--- config.mk ---
export PLATFORM = sky130hd
export DESIGN_NAME = axi_wr_arbiter_flat
export DESIGN_NICKNAME = d
export VERILOG_FILES = /design/src/rtl/axi_wr_arbiter_pkg.sv /design/src/rtl/axi_wr_arbiter_if.sv /design/src/rtl/axi_wr_arbiter_pick.sv /design/src/rtl/axi_wr_arbiter.sv /design/src/flat_wrapper.sv
export SDC_FILE = /design/constraint.sdc
export NUM_CORES = 1
export LEC_CHECK = 0
export ABC_CLOCK_PERIOD_IN_PS = 2300
export CELL_PAD_IN_SITES_DETAIL_PLACEMENT = 1
export CELL_PAD_IN_SITES_GLOBAL_PLACEMENT = 1
export CORE_ASPECT_RATIO = 1.25
export CORE_UTILIZATION = 23
export DETAILED_ROUTE_END_ITERATION = 7
export GPL_TIMING_DRIVEN = 0
export PLACE_DENSITY = 0.8
export REMOVE_ABC_BUFFERS = 1
export SYNTH_ARGS = -nofsm -noshare
export SYNTH_HDL_FRONTEND = slang
export SYNTH_HIERARCHICAL = 1
export SYNTH_SLANG_ARGS = --single-unit
--- constraint.sdc ---
create_clock -name clk -period 2.3 [get_ports clk]
set_input_delay 0.46 -clock clk [delete_from_list [all_inputs] [get_ports clk]]
set_output_delay 0.46 -clock clk [all_outputs]
set_load 0.05 [all_outputs]
--- src/rtl/axi_wr_arbiter_pkg.sv ---
// Shared definitions for the two-requester AXI write arbiter: state encoding,
// requester count and the default bus widths derived from the DRAM geometry.
package axi_arb_pkg;

    localparam int NUM_REQ  = 2;

    localparam int ROW_BITS = 14;
    localparam int COL_BITS = 10;
    localparam int BA_BITS  = 3;
    localparam int DQ_BITS  = 16;

    localparam int DEF_ADDR_WIDTH = ROW_BITS + COL_BITS + BA_BITS;
    localparam int DEF_DATA_WIDTH = DQ_BITS * 2;
    localparam int DEF_LEN_WIDTH  = 8;

    typedef enum logic [1:0] {
        ST_IDLE = 2'd0,
        ST_AW   = 2'd1,
        ST_W    = 2'd2,
        ST_B    = 2'd3
    } arb_state_t;

endpackage

--- src/rtl/axi_wr_arbiter_if.sv ---
// Bundle of requester-side (s_*) and controller-side (m_*) write channels.
// The arbiter uses the slave view; the surrounding requesters/controller use master.
interface axi_wr_arbiter_if #(
    parameter int ADDR_WIDTH = axi_arb_pkg::DEF_ADDR_WIDTH,
    parameter int DATA_WIDTH = axi_arb_pkg::DEF_DATA_WIDTH,
    parameter int LEN_WIDTH  = axi_arb_pkg::DEF_LEN_WIDTH
);
    import axi_arb_pkg::*;

    logic [NUM_REQ-1:0]            s_awvalid;
    logic [NUM_REQ-1:0]            s_awready;
    logic [NUM_REQ*ADDR_WIDTH-1:0] s_awaddr;
    logic [NUM_REQ*LEN_WIDTH-1:0]  s_awlen;
    logic [NUM_REQ-1:0]            s_wvalid;
    logic [NUM_REQ-1:0]            s_wready;
    logic [NUM_REQ*DATA_WIDTH-1:0] s_wdata;
    logic [NUM_REQ-1:0]            s_bvalid;
    logic [NUM_REQ-1:0]            s_bready;

    logic                          m_awvalid;
    logic                          m_awready;
    logic [ADDR_WIDTH-1:0]         m_awaddr;
    logic [LEN_WIDTH-1:0]          m_awlen;
    logic                          m_wvalid;
    logic                          m_wready;
    logic [DATA_WIDTH-1:0]         m_wdata;
    logic                          m_wlast;
    logic                          m_bvalid;
    logic                          m_bready;
    logic                          grant;

    modport slave (
        input  s_awvalid, s_awaddr, s_awlen, s_wvalid, s_wdata, s_bready,
        input  m_awready, m_wready, m_bvalid,
        output s_awready, s_wready, s_bvalid,
        output m_awvalid, m_awaddr, m_awlen, m_wvalid, m_wdata, m_wlast, m_bready,
        output grant
    );

    modport master (
        output s_awvalid, s_awaddr, s_awlen, s_wvalid, s_wdata, s_bready,
        output m_awready, m_wready, m_bvalid,
        input  s_awready, s_wready, s_bvalid,
        input  m_awvalid, m_awaddr, m_awlen, m_wvalid, m_wdata, m_wlast, m_bready,
        input  grant
    );

endinterface

--- src/rtl/axi_wr_arbiter_pick.sv ---
// Two-way round-robin winner select: the priority holder wins if it requests,
// otherwise the other requester does. Only meaningful when some request is set.
module rr_pick2
    import axi_arb_pkg::*;
(
    input  logic [NUM_REQ-1:0] req,
    input  logic               prio,
    output logic               win
);

    assign win = req[prio] ? prio : ~prio;

endmodule

--- src/rtl/axi_wr_arbiter.sv ---
// Two-requester AXI write arbiter: one burst at a time, round-robin between
// requesters, with the winner decided only while idle.
module axi_wr_arbiter
    import axi_arb_pkg::*;
#(
    parameter int ADDR_WIDTH = DEF_ADDR_WIDTH,
    parameter int DATA_WIDTH = DEF_DATA_WIDTH,
    parameter int LEN_WIDTH  = DEF_LEN_WIDTH
)(
    input  logic             clk,
    input  logic             rst,
    axi_wr_arbiter_if.slave  bus
);

    arb_state_t            state;
    logic                  prio;
    logic                  grant_q;
    logic                  win;
    logic [LEN_WIDTH:0]    cnt;
    logic [ADDR_WIDTH-1:0] awaddr_q;
    logic [LEN_WIDTH-1:0]  awlen_q;
    logic                  w_hs;
    logic                  last_beat;

    rr_pick2 u_pick (
        .req  (bus.s_awvalid),
        .prio (prio),
        .win  (win)
    );

    // The extra counter bit lets a 256-beat burst finish without wrapping.
    assign last_beat = (cnt == {1'b0, awlen_q});
    assign w_hs      = bus.m_wvalid & bus.m_wready;

    always_ff @(posedge clk) begin
        if (rst) begin
            state    <= ST_IDLE;
            prio     <= 1'b0;
            grant_q  <= 1'b0;
            cnt      <= '0;
            awaddr_q <= '0;
            awlen_q  <= '0;
        end else begin
            case (state)
                ST_IDLE: begin
                    if (|bus.s_awvalid) begin
                        grant_q  <= win;
                        awaddr_q <= win ? bus.s_awaddr[NUM_REQ*ADDR_WIDTH-1:ADDR_WIDTH]
                                        : bus.s_awaddr[ADDR_WIDTH-1:0];
                        awlen_q  <= win ? bus.s_awlen[NUM_REQ*LEN_WIDTH-1:LEN_WIDTH]
                                        : bus.s_awlen[LEN_WIDTH-1:0];
                        state    <= ST_AW;
                    end
                end
                ST_AW: begin
                    if (bus.m_awready) begin
                        cnt   <= '0;
                        state <= ST_W;
                    end
                end
                ST_W: begin
                    if (w_hs) begin
                        cnt <= cnt + (LEN_WIDTH+1)'(1);
                        if (last_beat) begin
                            state <= ST_B;
                        end
                    end
                end
                ST_B: begin
                    if (bus.m_bvalid && bus.s_bready[grant_q]) begin
                        prio  <= ~grant_q;
                        state <= ST_IDLE;
                    end
                end
                default: state <= ST_IDLE;
            endcase
        end
    end

    // Handshakes pass straight through to the granted requester only.
    always_comb begin
        bus.s_awready = '0;
        bus.s_wready  = '0;
        bus.s_bvalid  = '0;
        bus.m_awvalid = (state == ST_AW);
        bus.m_wvalid  = 1'b0;
        bus.m_wlast   = 1'b0;
        bus.m_bready  = 1'b0;
        case (state)
            ST_AW: begin
                bus.s_awready[grant_q] = bus.m_awready;
            end
            ST_W: begin
                bus.m_wvalid          = bus.s_wvalid[grant_q];
                bus.s_wready[grant_q] = bus.m_wready;
                bus.m_wlast           = last_beat;
            end
            ST_B: begin
                bus.s_bvalid[grant_q] = bus.m_bvalid;
                bus.m_bready          = bus.s_bready[grant_q];
            end
            default: ;
        endcase
    end

    assign bus.m_wdata  = grant_q ? bus.s_wdata[NUM_REQ*DATA_WIDTH-1:DATA_WIDTH]
                                  : bus.s_wdata[DATA_WIDTH-1:0];
    assign bus.m_awaddr = awaddr_q;
    assign bus.m_awlen  = awlen_q;
    assign bus.grant    = grant_q;

endmodule

--- src/flat_wrapper.sv ---
// flat-port wrapper written by rule: the top's interface ports become plain ports
module axi_wr_arbiter_flat import axi_arb_pkg::*;
#(
    parameter int ADDR_WIDTH = DEF_ADDR_WIDTH,
    parameter int DATA_WIDTH = DEF_DATA_WIDTH,
    parameter int LEN_WIDTH  = DEF_LEN_WIDTH
)
  (clk, rst, bus_s_awvalid, bus_s_awaddr, bus_s_awlen, bus_s_wvalid, bus_s_wdata, bus_s_bready, bus_m_awready, bus_m_wready, bus_m_bvalid, bus_s_awready, bus_s_wready, bus_s_bvalid, bus_m_awvalid, bus_m_awaddr, bus_m_awlen, bus_m_wvalid, bus_m_wdata, bus_m_wlast, bus_m_bready, bus_grant);
  axi_wr_arbiter_if #(.ADDR_WIDTH(ADDR_WIDTH), .DATA_WIDTH(DATA_WIDTH), .LEN_WIDTH(LEN_WIDTH)) bus_i ();
  input  logic clk;
  input  logic rst;
  input wire logic [$bits(bus_i.s_awvalid)-1:0] bus_s_awvalid;
  input wire logic [$bits(bus_i.s_awaddr)-1:0] bus_s_awaddr;
  input wire logic [$bits(bus_i.s_awlen)-1:0] bus_s_awlen;
  input wire logic [$bits(bus_i.s_wvalid)-1:0] bus_s_wvalid;
  input wire logic [$bits(bus_i.s_wdata)-1:0] bus_s_wdata;
  input wire logic [$bits(bus_i.s_bready)-1:0] bus_s_bready;
  input wire logic [$bits(bus_i.m_awready)-1:0] bus_m_awready;
  input wire logic [$bits(bus_i.m_wready)-1:0] bus_m_wready;
  input wire logic [$bits(bus_i.m_bvalid)-1:0] bus_m_bvalid;
  output wire logic [$bits(bus_i.s_awready)-1:0] bus_s_awready;
  output wire logic [$bits(bus_i.s_wready)-1:0] bus_s_wready;
  output wire logic [$bits(bus_i.s_bvalid)-1:0] bus_s_bvalid;
  output wire logic [$bits(bus_i.m_awvalid)-1:0] bus_m_awvalid;
  output wire logic [$bits(bus_i.m_awaddr)-1:0] bus_m_awaddr;
  output wire logic [$bits(bus_i.m_awlen)-1:0] bus_m_awlen;
  output wire logic [$bits(bus_i.m_wvalid)-1:0] bus_m_wvalid;
  output wire logic [$bits(bus_i.m_wdata)-1:0] bus_m_wdata;
  output wire logic [$bits(bus_i.m_wlast)-1:0] bus_m_wlast;
  output wire logic [$bits(bus_i.m_bready)-1:0] bus_m_bready;
  output wire logic [$bits(bus_i.grant)-1:0] bus_grant;
  assign bus_i.s_awvalid = bus_s_awvalid;
  assign bus_i.s_awaddr = bus_s_awaddr;
  assign bus_i.s_awlen = bus_s_awlen;
  assign bus_i.s_wvalid = bus_s_wvalid;
  assign bus_i.s_wdata = bus_s_wdata;
  assign bus_i.s_bready = bus_s_bready;
  assign bus_i.m_awready = bus_m_awready;
  assign bus_i.m_wready = bus_m_wready;
  assign bus_i.m_bvalid = bus_m_bvalid;
  assign bus_s_awready = bus_i.s_awready;
  assign bus_s_wready = bus_i.s_wready;
  assign bus_s_bvalid = bus_i.s_bvalid;
  assign bus_m_awvalid = bus_i.m_awvalid;
  assign bus_m_awaddr = bus_i.m_awaddr;
  assign bus_m_awlen = bus_i.m_awlen;
  assign bus_m_wvalid = bus_i.m_wvalid;
  assign bus_m_wdata = bus_i.m_wdata;
  assign bus_m_wlast = bus_i.m_wlast;
  assign bus_m_bready = bus_i.m_bready;
  assign bus_grant = bus_i.grant;
  axi_wr_arbiter #(.ADDR_WIDTH(ADDR_WIDTH), .DATA_WIDTH(DATA_WIDTH), .LEN_WIDTH(LEN_WIDTH)) u_core (.clk(clk), .rst(rst), .bus(bus_i));
endmodule
After elaboration in Yosys (flattened, before gate mapping). Index checks and enable logic that the tools add are counted.

Flip-flop bits (word level): 48. Output and inout bits: 78. Logic and storage cells: 61.

Add/sub/neg operators: 1. $lt $le $gt $ge: 3. Eq/ne operators: 9. Multiplexer cells: 27. Bitwise logic cells: 6. Reduce and logical (&&, ||, !) cells: 9.

Operators with widths (count): 32-bit 2-to-1 mux (1); 27-bit 2-to-1 mux (1); 9-bit 2-to-1 mux (2); 9-bit one-hot mux with 2 select lines (1); 2-bit 2-to-1 mux (8); 1-bit 2-to-1 mux (11); 9-bit by 1-bit adder with 9-bit output (second input constant) (1); 9-bit by 8-bit equality test with 1-bit output (1); 8-bit 2-to-1 mux (1); 2-bit by 1-bit inequality test with 1-bit output (second input constant) (4); 2-bit one-hot mux with 4 select lines (1); 2-bit bitwise AND (3); 5-bit AND reduction (1); 2-bit equality test (second input constant) (2); 1-bit by 2-bit < comparator with 1-bit output (second input constant) (2); 2-bit AND reduction (2); 3-bit AND reduction (1); 2-bit by 1-bit equality test with 1-bit output (second input constant) (1); 1-bit logical AND (2); 2-bit zero test (1); 2-bit inequality test (second input constant) (1); 1-bit inverter (2); 2-bit nonzero test (1); 2-bit OR reduction (1); other kinds (3) (3).

Longest topological paths before layout.
Depth in word-level cells: 6. Depth in mapped cells: 7. Depth with buffers taken out: 7.

By module. The synthesis kept the hierarchy.

Modules (own cells, without submodules): axi_wr_arbiter (times used 1, cells an instance 306, area an instance 2796.4 um2, sequential area each 960.9 um2); rr_pick2 (times used 1, cells an instance 2, area an instance 8.8 um2, sequential area each 0.0 um2).

Worst setup path before layout. OpenSTA, ideal clock, no wires.

Kind: reg2out. Start point: register u_core.awlen_q[3], in the netlist u_core/bus.m_awlen[3]. End point: output bus_m_wlast. Data arrival time: 1896 ps. Setup slack: -56 ps. Stages on the path, launching flop included: 5. Cells stage by stage: dfxtp_1 > xor2_1 > nor4_1 > nand3_1 > nor2_1.

Longest elaborated chain between the ends: 2.

Ends and longest elaborated chain: from (decl) (line axi_wr_arbiter.sv:21) `logic [LEN_WIDTH-1:0] awlen_q;`; from (signal assigned) (line axi_wr_arbiter.sv:50) `awlen_q <= win ? bus.s_awlen[NUM_REQ*LEN_WIDTH-1:LEN_WIDTH]`; 9-bit by 8-bit equality test with 1-bit output (line axi_wr_arbiter.sv:32) `assign last_beat = (cnt == {1'b0, awlen_q});`; 1-bit 2-to-1 mux (line axi_wr_arbiter.sv:89) `case (state)`; to (decl) (line flat_wrapper.sv:29) `output wire logic [$bits(bus_i.m_wlast)-1:0] bus_m_wlast;`.

No other way between the ends.

Worst setup path after layout.
Start point: input bus_s_bready[0]. End point: output bus_m_bready.

Longest elaborated chain between the ends: 3.

Ends and longest elaborated chain: from (decl) (line flat_wrapper.sv:17) `input wire logic [$bits(bus_i.s_bready)-1:0] bus_s_bready;`; 1-bit 2-to-1 mux (not written as such) (2 in series) (line axi_wr_arbiter.sv:100) `bus.m_bready = bus.s_bready[grant_q];`; 1-bit 2-to-1 mux (line axi_wr_arbiter.sv:89); to (decl) (line flat_wrapper.sv:30) `output wire logic [$bits(bus_i.m_bready)-1:0] bus_m_bready;`.

No other way between the ends. The select of a mux whose other input is x is not followed.

==> impl_summary.md <==
Status
The run finished with clean final reports.

Worst setup path
The critical path goes through clkdlybuf4s50_1 -> mux2_2 -> and2_1 -> dlygate4sd2_1. STA classifies the critical path endpoint as a primary output. The type of the worst setup path is in -> out. The number of gates on the worst path with buffers counted is 4. At the worst endpoint, the arrival time is between 1.5 and 2 ns.

STA puts the critical path data required time at between 1.5 and 2 ns. The critical-path maximum fanout is 2. The setup slack on the worst flop-to-flop path is roughly 0.19 ns. For this design, the slowest cell found on the critical path is sky130_fd_sc_hd__dlygate4sd2_1.

Grouping stages by cell kind, the critical path spends the most delay in buffers and inverters. Counting cells, the worst reg-to-reg path comes to 7. The sort of element at the start of the critical path is an input pin. The delay of the slowest cell on the worst path is 0.53 ns. The number of buffers and inverters on the critical path is 2.

GRT
The initial antenna violation count is 0. Summed over all layers, the global routing overflow is 0. The maximum number of pins on one net before global-route repair is 55.

The first global-routing pass estimated ~17 mm of wire. The via count of the first global-routing pass came to about 3300. Across every metal layer, demand over resource in global routing totals around 17%.

Timing
The clock period minus final worst setup slack is 2.23 ns. The max-slew violation total from the final report is 0. The final setup violation count is 0. The maximum clock rate is around 0.45 GHz.

For the final routed database, the setup TNS stands at 0 ns. The worst slew slack as a fraction of its limit is 43.6%. Setup repair after global routing left no endpoint under its margin. Of the available clock period, the critical path in the final layout requires between 90% and 100%.

The final number of hold-violating endpoints is 0. Between clock sinks in the finished design, the worst skew comes to about 0.0056 ns. At the pin with the least slew margin, the transition time is around 0.85 ns.

Synthesis
The number of different library cells in the post-synthesis netlist is 36. By area the synthesized netlist is led by sky130_fd_sc_hd__dfxtp_1 (34%), sky130_fd_sc_hd__mux2i_1 (14%), sky130_fd_sc_hd__mux2_2 (13%). Counting flops with a built-in enable in the synthesized netlist gives 0.

The post-synthesis simple-gate area fraction is between 10 and 15%. The Yosys step of the flow raised 6 warnings. The average cell area after synthesis is roughly 9.1 µm². The count of state elements after synthesis is 48. The combinational family with the most area after synthesis is multiplexers. The area share of the leading cell type in the synthesized netlist is about a third. In the synthesized netlist, mux cells make up roughly 27% of the area. The sequential cell area fraction in the yosys report is between 30% and 40%. The proportion of synthesized flip-flops having asynchronous set or reset is 0%. The cell taking the most area after synthesis is sky130_fd_sc_hd__dfxtp_1. The synthesized netlist devotes under 10% of its cell area to adder and majority cells.

Summing every instance area after synthesis gives 2810 µm². The most used flip-flop cell after synthesis is sky130_fd_sc_hd__dfxtp_1. The number of cells produced by synthesis is slightly above 300. Summing the areas of all compound-gate instances in the mapped netlist gives about 14% of the synthesized area.

The XOR/XNOR share of the synthesized area is under 10%.

Die
The total area inside the core boundary comes to 11700 µm². Pin placement for this block handled around 220 I/O pins. The height of the die is approximately 130 µm. The floorplan step set the die width to just over 100 µm.

The die covers 12600 µm². For this configuration, the core starts out at a cell density of 23.9%. After floorplanning, the core was divided into 44 placement rows.

Clocking
The clock insertion delay at the later pin of the skew report is approximately 0.29 ns. In this run, post-CTS hold repair placed 0 buffers. The clock-pin slew on the worst setup and hold paths is roughly 0.06 ns. CTS built an H-tree with a depth of 2.

The clock passes through at most 2 buffers. The cell sitting at the root of the clock tree is a sky130_fd_sc_hd__clkbuf_16. The CTS tree is built. Buffers inserted during clock tree synthesis total 5.

The CTS sink count is 48.

Power
Summed over all cells, the static leakage comes to around 2.2 nW. The total power density per cell area is ~1000 nW/µm². Cell internal power was estimated by the tool at 0.00270 W. The net load switching power is 0.00254 W.

The total power draw is approximately 0.0052 W. The share of total power dissipated in combinational logic is 62.1%. The share of power burned in the clock network is 14.3%. Net switching is 48.4% of the power.

VDD sags by at most ~470 µV. Registers are responsible for a little under a quarter of the overall power.

Routing
The detailed-route via count is 3168. The number of remaining DRC errors is 0. The per-cell routed wire length is around 16 µm.

The first routing iteration left 48 violations. Using the TritonRoute via totals, the vias-per-cell ratio works out to ~4.7. The iteration count of the initial detailed-routing pass is 4. The final layout contains routed wiring with a total length of about 11 mm.

The antenna violation net count after detailed routing is 0.

Placed design
The final estimated routing congestion in global placement is 0.774. Input and output buffers added on the ports amount to approximately 220. The post-detailed-placement half-perimeter wirelength is approximately 8.4 mm.

Min path
In this run the worst hold path is classified as reg -> reg. The hold path depth is 2.

Finish
The antenna diode count is 0. In the final layout, the share of cells above drive strength 1 is between 10% and 20%. The relative area change from synthesis to final layout is 89.5%.

At the end of the flow, the number of nets in the layout was 670. The post-route core utilization is a little under half.

Flow run
Max-cap violations in this run came to 0.
==> registers in the layout, indices dropped and copies added, names as in the netlist <==
register             cells
u_core/bus.grant         1
u_core/bus.m_awaddr     27
u_core/state             2
u_core/bus.m_awlen       8
u_core/cnt               9
u_core/prio              1
==> metal layers <==
metal | share of wire (%) | vias to the layer above | global-route usage [%]
met5 | 0 | - | 0
met4 | 2.1 | 0 | 5.37
met3 | 10 | 11 | 5.53
met2 | 53 | 151 | 32.7
met1 | 35 | 1468 | 15.9
li1 | - | 1538 | -
==> power by group through the flow <==
stage          clock network (W)  registers (W)  logic (W)
2_1_floorplan                  0        0.00198    0.00142
6_report                0.000749        0.00123    0.00325
5_1_grt                 0.000816        0.00128    0.00346
4_1_cts                 0.000784        0.00124    0.00329
3_3_place_gp                   0        0.00128    0.00325
3_5_place_dp                   0        0.00130    0.00329
==> synthesized netlist by cell type, drive strengths merged, types with 2 or more instances <==
library cell / n
a211oi: 37
a21oi: 4
and2: 2
and3: 4
buf: 4
clkbuf: 18
dfxtp: 48
ha: 6
inv: 3
mux2: 33
mux2i: 38
nand2: 9
nand2b: 3
nand3: 5
nand4: 4
nor2: 53
nor4: 3
o21a: 2
o21ai: 3
or3: 4
xnor2: 3
xor2: 10
==> stage by stage <==
step	std cells	cell area (µm²)	hold slack [ns]	worst slack [ns]
2_1_floorplan	286	2720	0.459	-1.06
3_3_place_gp	669	5140	0.480	-2.57
3_5_place_dp	671	5190	0.495	-0.394
4_1_cts	680	5320	0.504	0.00327
5_1_grt	680	5320	0.524	0.00224
6_report	680	5320	0.500	0.0713
==> cells by family (layout without fill, tap and decap cells) <==
| kind of cell | Yosys count | after routing |
|---|---|---|
| buf+inv | 25 | 236 |
| mux | 71 | 71 |
| xor+xnor | 13 | 13 |
| fa+ha+maj | 6 | 6 |
| flops | 48 | 48 |
| compound gates | 54 | 54 |
| simple gates | 91 | 91 |
==> final cells by class <==
type	instances	area [µm²]
Fill cell	1390	6410
Timing Repair Buffer	226	2220
Multi-Input combinational cell	235	1770
Sequential cell	48	966
Tap cell	161	201
Clock buffer	6	139
Inverter	3	11.3
Clock inverter	1	8.76
==> path summary, 6_finish.rpt <==
check	start	to
max	bus_s_bready[0]	bus_m_bready
min	u_core/bus.m_awaddr[17]	u_core/bus.m_awaddr[17]
max reg2reg	u_core/state[0]	u_core/cnt[7]
min reg2reg	u_core/bus.m_awaddr[17]	u_core/bus.m_awaddr[17]
==> cell usage in the layout (no fill, tap or decap), types with 2 or more instances in the layout <==
| cell | n |
|---|---|
| sky130_fd_sc_hd__a21oi_1 | 4 |
| sky130_fd_sc_hd__nand2_1 | 9 |
| sky130_fd_sc_hd__nand4_1 | 4 |
| sky130_fd_sc_hd__nor2_1 | 53 |
| sky130_fd_sc_hd__nor4_1 | 2 |
| sky130_fd_sc_hd__mux2i_1 | 37 |
| sky130_fd_sc_hd__xor2_1 | 10 |
| sky130_fd_sc_hd__a211oi_1 | 37 |
| sky130_fd_sc_hd__inv_1 | 3 |
| sky130_fd_sc_hd__and2_1 | 2 |
| sky130_fd_sc_hd__clkdlybuf4s50_1 | 178 |
| sky130_fd_sc_hd__clkbuf_2 | 3 |
| sky130_fd_sc_hd__o21ai_0 | 2 |
| sky130_fd_sc_hd__buf_12 | 2 |
| sky130_fd_sc_hd__and3_1 | 4 |
| sky130_fd_sc_hd__mux2_2 | 33 |
| sky130_fd_sc_hd__dlygate4sd2_1 | 36 |
| sky130_fd_sc_hd__xnor2_1 | 3 |
| sky130_fd_sc_hd__or3_1 | 4 |
| sky130_fd_sc_hd__dfxtp_1 | 46 |
| sky130_fd_sc_hd__nand2b_1 | 3 |
| sky130_fd_sc_hd__clkbuf_16 | 5 |
| sky130_fd_sc_hd__nand3_1 | 5 |
| sky130_fd_sc_hd__ha_1 | 6 |
==> worst min-delay path, cell delays in order (launching register included) <==
cell and delay (ns):
sky130_fd_sc_hd__dfxtp_1 0.31, sky130_fd_sc_hd__nor2_1 0.09, sky130_fd_sc_hd__a211oi_1 0.05
==> timing repair <==
item	4_1_cts	5_1_grt
setup endpoints to repair	47	7
pin swaps	0	0
endpoints found under the hold margin	0	0
setup buffers	2	0
resized for setup	54	9
Note: power is estimated with default switching activity, not from simulation.
